File: src/rtl/seq_mult_pkg.sv
// Shared definitions for the iterative shift-add multiplier: FSM state encoding
// and the iteration-counter width derived from the operand width.
package seq_mult_pkg;

    typedef enum logic [1:0] {
        ST_IDLE = 2'd0,
        ST_BUSY = 2'd1,
        ST_DONE = 2'd2
    } state_t;

    localparam int DEFAULT_WIDTH = 4;

    // Counter must hold WIDTH-1; the extra bit keeps power-of-two widths safe.
    function automatic int count_width(input int width);
        return $clog2(width) + 1;
    endfunction

    localparam int DEFAULT_COUNT_WIDTH = count_width(DEFAULT_WIDTH);

endpackage

File: src/rtl/seq_multiplier.sv
// Iterative shift-add multiplier: one partial product per clock, unsigned or
// two's-complement operands chosen per transaction, valid/ready on both sides.
module seq_multiplier
    import seq_mult_pkg::*;
#(
    parameter int WIDTH = DEFAULT_WIDTH
) (
    input  logic                 clk,
    input  logic                 rst_n,
    input  logic                 in_valid,
    output logic                 in_ready,
    input  logic [WIDTH-1:0]     a,
    input  logic [WIDTH-1:0]     b,
    input  logic                 signed_mode,
    output logic                 out_valid,
    input  logic                 out_ready,
    output logic [2*WIDTH-1:0]   p,
    output logic                 busy
);

    localparam int CW = count_width(WIDTH);
    localparam logic [CW-1:0] LAST_ITER = CW'(WIDTH - 1);

    state_t               state_reg;
    logic [2*WIDTH-1:0]   acc_reg;
    logic [2*WIDTH-1:0]   mcand_reg;
    logic [WIDTH-1:0]     mplier_reg;
    logic [CW-1:0]        count_reg;
    logic                 sign_reg;
    logic [2*WIDTH-1:0]   p_reg;

    logic [WIDTH-1:0]     a_mag;
    logic [WIDTH-1:0]     b_mag;
    logic [2*WIDTH-1:0]   acc_next;

    // Magnitude of the most negative value wraps to itself, which is correct
    // when read back as an unsigned WIDTH-bit number.
    assign a_mag = (signed_mode && a[WIDTH-1]) ? (~a + 1'b1) : a;
    assign b_mag = (signed_mode && b[WIDTH-1]) ? (~b + 1'b1) : b;

    // The multiplicand register is pre-shifted each iteration, so the current
    // partial product is simply gated by the multiplier LSB.
    assign acc_next = acc_reg + (mplier_reg[0] ? mcand_reg : '0);

    always_ff @(posedge clk or negedge rst_n) begin
        if (!rst_n) begin
            state_reg  <= ST_IDLE;
            acc_reg    <= '0;
            mcand_reg  <= '0;
            mplier_reg <= '0;
            count_reg  <= '0;
            sign_reg   <= 1'b0;
            p_reg      <= '0;
        end else begin
            case (state_reg)
                ST_IDLE: begin
                    if (in_valid) begin
                        mcand_reg  <= {{WIDTH{1'b0}}, a_mag};
                        mplier_reg <= b_mag;
                        sign_reg   <= signed_mode & (a[WIDTH-1] ^ b[WIDTH-1]);
                        acc_reg    <= '0;
                        count_reg  <= '0;
                        state_reg  <= ST_BUSY;
                    end
                end
                ST_BUSY: begin
                    acc_reg    <= acc_next;
                    mcand_reg  <= mcand_reg << 1;
                    mplier_reg <= mplier_reg >> 1;
                    count_reg  <= count_reg + CW'(1);
                    if (count_reg == LAST_ITER) begin
                        p_reg     <= sign_reg ? (~acc_next + 1'b1) : acc_next;
                        state_reg <= ST_DONE;
                    end
                end
                ST_DONE: begin
                    if (out_ready) begin
                        state_reg <= ST_IDLE;
                    end
                end
                default: state_reg <= ST_IDLE;
            endcase
        end
    end

    assign in_ready  = (state_reg == ST_IDLE);
    assign out_valid = (state_reg == ST_DONE);
    assign busy      = (state_reg != ST_IDLE);
    assign p         = p_reg;

endmodule
File: config.mk
export PLATFORM = sky130hd
export DESIGN_NAME = seq_multiplier
export DESIGN_NICKNAME = d
export VERILOG_FILES = /design/src/rtl/seq_mult_pkg.sv /design/src/rtl/seq_multiplier.sv
export SDC_FILE = /design/constraint.sdc
export NUM_CORES = 1
export LEC_CHECK = 0
export ABC_CLOCK_PERIOD_IN_PS = 2500
export CAP_MARGIN = 20
export CORE_ASPECT_RATIO = 2
export CORE_MARGIN = 1
export CORE_UTILIZATION = 50
export DETAILED_ROUTE_END_ITERATION = 7
export PLACE_DENSITY = 0.84
export SYNTH_ARGS = -nofsm -noshare
export SYNTH_HDL_FRONTEND = slang
export SYNTH_SLANG_ARGS = --single-unit
File: constraint.sdc
create_clock -name clk -period 2.5 [get_ports clk]
set_clock_uncertainty 0.2 [all_clocks]
set_input_delay 0.5 -clock clk [delete_from_list [all_inputs] [get_ports clk]]
set_output_delay 0.5 -clock clk [all_outputs]
set_load 0.02 [all_outputs]
==> summary.md <==
| Metric | Value |
|---|---|
| CTS Root Cell | clkbuf_8 |
| Inst Count DP | 314 |
| CTS tree | built |
| Distinct cells, synth | 39 |
| H-tree levels | 2 |
| Min Tclk post-route | 2.57 ns |
| Failing checks | negative setup slack |
| Startpoint types | register |
| Fmax | 389 MHz |
| Synth area leader | dfrtp_1 |
| Syn Inst Count | 226 |
| Total net switching power | 1.50 mW |
| Layout cells sized above 1 | 19.8% |
| Share of the synthesized area in the top cell type | 41.4% |
| Max Slew Vio Count | 0 |
| Pin count of the biggest net entering global routing | 35 |
| DRT iter0 DRCs | 40 |
| Syn Area/Cell | 9.10 µm² |
| Clock sinks | 34 |
| Routed Antenna Nets | 0 |
| CP cell instances | buf_6 -> and2_4 -> fa_2 -> a211oi_4 -> o21ba_2 -> o221ai_2 -> o41ai_2 -> nor3_1 -> o31ai_2 |
| Pint | 1.97 mW |
| # setup viols final | 3 |
| Setup CP Type | reg2reg |
| Worst-path fanout max | 8 |
| WP data required | 2.50 ns |
| PwrDens | 1290 nW/µm² |
| PortBufs | 23 |
| Top routing layer in use | met4 |
| Met3 WL post-DR | 80 µm |
| Switching share of total power | 43.3% |
| Crit-path max cell delay | 0.40 ns |
| Multi-input combinational cell area | 1230 µm² |
| Ys flop type | dfrtp_1 |
| Pre-CTS WS | -0.117 ns |
| Period utilisation layout | 103% |
| Worst IR Drop VDD | 1.11 mV |
| Row Count | 32 |
| Status | finished with violations |
| Storage cell area | 851 µm² |
| Hold_ws | 0.286 ns |
| Mapped Area | 2060 µm² |
| EDFF count, synth | 0 |
| Most frequent cells in the layout | nand2_1 (37), dfrtp_1 (34), o21ai_0 (26), buf_4 (24), clkdlybuf4s50_1 (23) |
| Slew HR | 44.7% |
| Remaining Overflow, GRT | 0 |
| Vias in the first global route | 1,963 |
| Total of max-cap violations | 0 |
| Share of flip-flops with an asynchronous set or reset | 100% |
| Slack of the critical path | -0.0678 ns |
| DIE AREA | 4390 µm² |
| Kind of cell adding the most delay to the critical path | compound AO/OA/AOI/OAI gates |
| Fill cell count | 290 |
| Finished Layout Cells | 324 |
| Final wirelength | 4.99 mm |
| Worst-Margin Slew | 0.829 ns |
| First-pass GRT wire length | 8.30 mm |
| Wl on met1 | 1.72 mm |
| DRC errors left | 0 |
| Critical path buffers and inverters | 1 |
| Hpwl dp | 3.74 mm |
| Area Growth Syn to Fin | 31.0% |
| Vias | 1,843 |
| Initial Utilization | 53.0% |
| Nets | 300 |
| Hold_buf cts | 0 |
| Vias/cell | 5.69 |
| Ant diodes | 0 |
| Commonest non-fill, non-tap cell in the layout | nand2_1 |
| Slowest-stage cell, CP | fa_2 |
| Die Wd | 47.4 µm |
| Routed met2 length | 2.81 mm |
| Combinational share of power | 61.1% |
| Routed WL per cell | 15.4 µm |
| Initial antenna violation count | 0 |
| TritonCTS buffer count | 5 |
| RSZ-0062 raised after global routing | yes |
| Seq cells post-synth | 34 |
| CTS clk-pin slew, worst paths | 0.07 ns |
| Clk buf depth | 2 |
| Clock latency at the later pin of the worst-skew pair | 0.28 ns |
| YS warnings | 0 |
| Height of the die | 92.7 µm |
| Clock Power Share | 11.2% |
| Tot GR Track Use | 26.4% |
| IO Pins | 24 |
| Final hold viol count | 0 |
| LEAKAGE | 1.24 nW |
| Worst hold path class | reg2reg |
| RD Place Congestion | 0.909 |
| Arrival time worst endpoint | 2.56 ns |
| First drt pass iteration count | 4 |
| Syn Nets | 252 |
| Sequential power share | 27.7% |
| Sequential cell area fraction in the yosys report | 41.4% |
| Setup crit end kind | register |
| Top post-synthesis cells by area | dfrtp_1 (41%), ha_1 (7.3%), nand2_1 (6.8%), o21ai_0 (6.3%), nand3_1 (3.4%) |
| Core box area | 3880 µm² |
[cell usage after synthesis (2+ instances only)]
master	count
nand2_1	37
dfrtp_1	34
o21ai_0	26
nand3_1	14
inv_1	13
nor2_1	13
ha_1	12
and2_1	8
clkbuf_1	6
xnor2_1	6
xor2_1	6
a21oi_1	5
a22oi_1	5
and3_1	3
mux2i_1	3
nand2b_1	3
nor3_1	3
o31ai_1	3
a211oi_1	2
nor2b_1	2
o211ai_1	2
o21ai_1	2
o41ai_2	2
[kinds of logic (layout without fill, tap and decap cells)]
kind of cell | after synthesis | count (layout) | synth area share (%)
AOI/OAI and AO/OA | 57 | 57 | 19.8
xor gates and xnor gates | 12 | 12 | 5.11
adders and majority gates | 13 | 13 | 8.27
buffers and inverters | 20 | 67 | 4.01
DFF | 34 | 34 | 41.4
muxes | 4 | 4 | 2.01
and+or+nand+nor | 86 | 86 | 19.5
[layer usage]
layer,vias to the layer above,GRT usage (%)
li1,880,-
met5,-,0
met1,902,27.5
met4,0,19.3
met3,25,3.31
met2,36,44.4
[cell type report]
class | instances | area share, %
tap | 51 | 2.37
timing repair buffer | 48 | 15.6
inverter | 13 | 1.81
multi-input combinational | 172 | 45.5
sequential | 34 | 31.6
clock buffer | 6 | 3.06
[power by group through the flow]
stage               clock (mW)  sequential [mW]  combinational, mW
floorplan                    0            0.977               1.18
global placement             0            0.943               1.89
detailed placement           0            0.954               1.94
CTS                      0.395            0.949               2.03
global route             0.415            0.989               2.31
finish                   0.389            0.960               2.12
[final timing paths]
kind	start	to	slack (ns)	depth (start not counted)
worst max-delay path	mplier_reg[0]$_DFFE_PN0P_	p[7]$_DFFE_PN0P_	-0.07	9
worst min-delay path	p[2]$_DFFE_PN0P_	p[2]$_DFFE_PN0P_	0.29	2
worst max register to register	mplier_reg[0]$_DFFE_PN0P_	p[7]$_DFFE_PN0P_	-0.07	9
worst min register to register	p[2]$_DFFE_PN0P_	p[2]$_DFFE_PN0P_	0.29	2
max in group asynchronous	rst_n	mplier_reg[2]$_DFFE_PN0P_	1.37	2
min in group asynchronous	rst_n	mcand_reg[2]$_DFFE_PN0P_	0.42	2
[worst register-to-register path: cells and delay by family, from the launching register on]
kind / cells / cell delay, ns
DFF: 1 / 0.39
and+or+nand+nor: 2 / 0.26
buffers and inverters: 1 / 0.14
AOI/OAI and AO/OA: 5 / 1.11
adders and majority gates: 1 / 0.40
[metrics by stage]
| stage | total power [mW] | setup TNS, ns | area (µm²) | utilization [%] |
|---|---|---|---|---|
| CTS | 3.37 | -0.0665 | 2640 | 67.9 |
| floorplan | 2.15 | -0.0774 | 2070 | - |
| global route | 3.72 | -0.509 | 2700 | 69.4 |
| global placement | 2.83 | -0.135 | 2490 | 64.0 |
| finish | 3.47 | -0.140 | 2700 | 69.4 |
| detailed placement | 2.90 | -0.284 | 2490 | 64.0 |
[repair_timing]
| action | 4_1_cts | 5_1_grt |
|---|---|---|
| setup buffers | 3 | 1 |
| setup endpoints to repair | 5 | 7 |
| pin swaps | 5 | 1 |
| resized for setup | 9 | 8 |
Note: power is estimated with default switching activity, not from simulation.
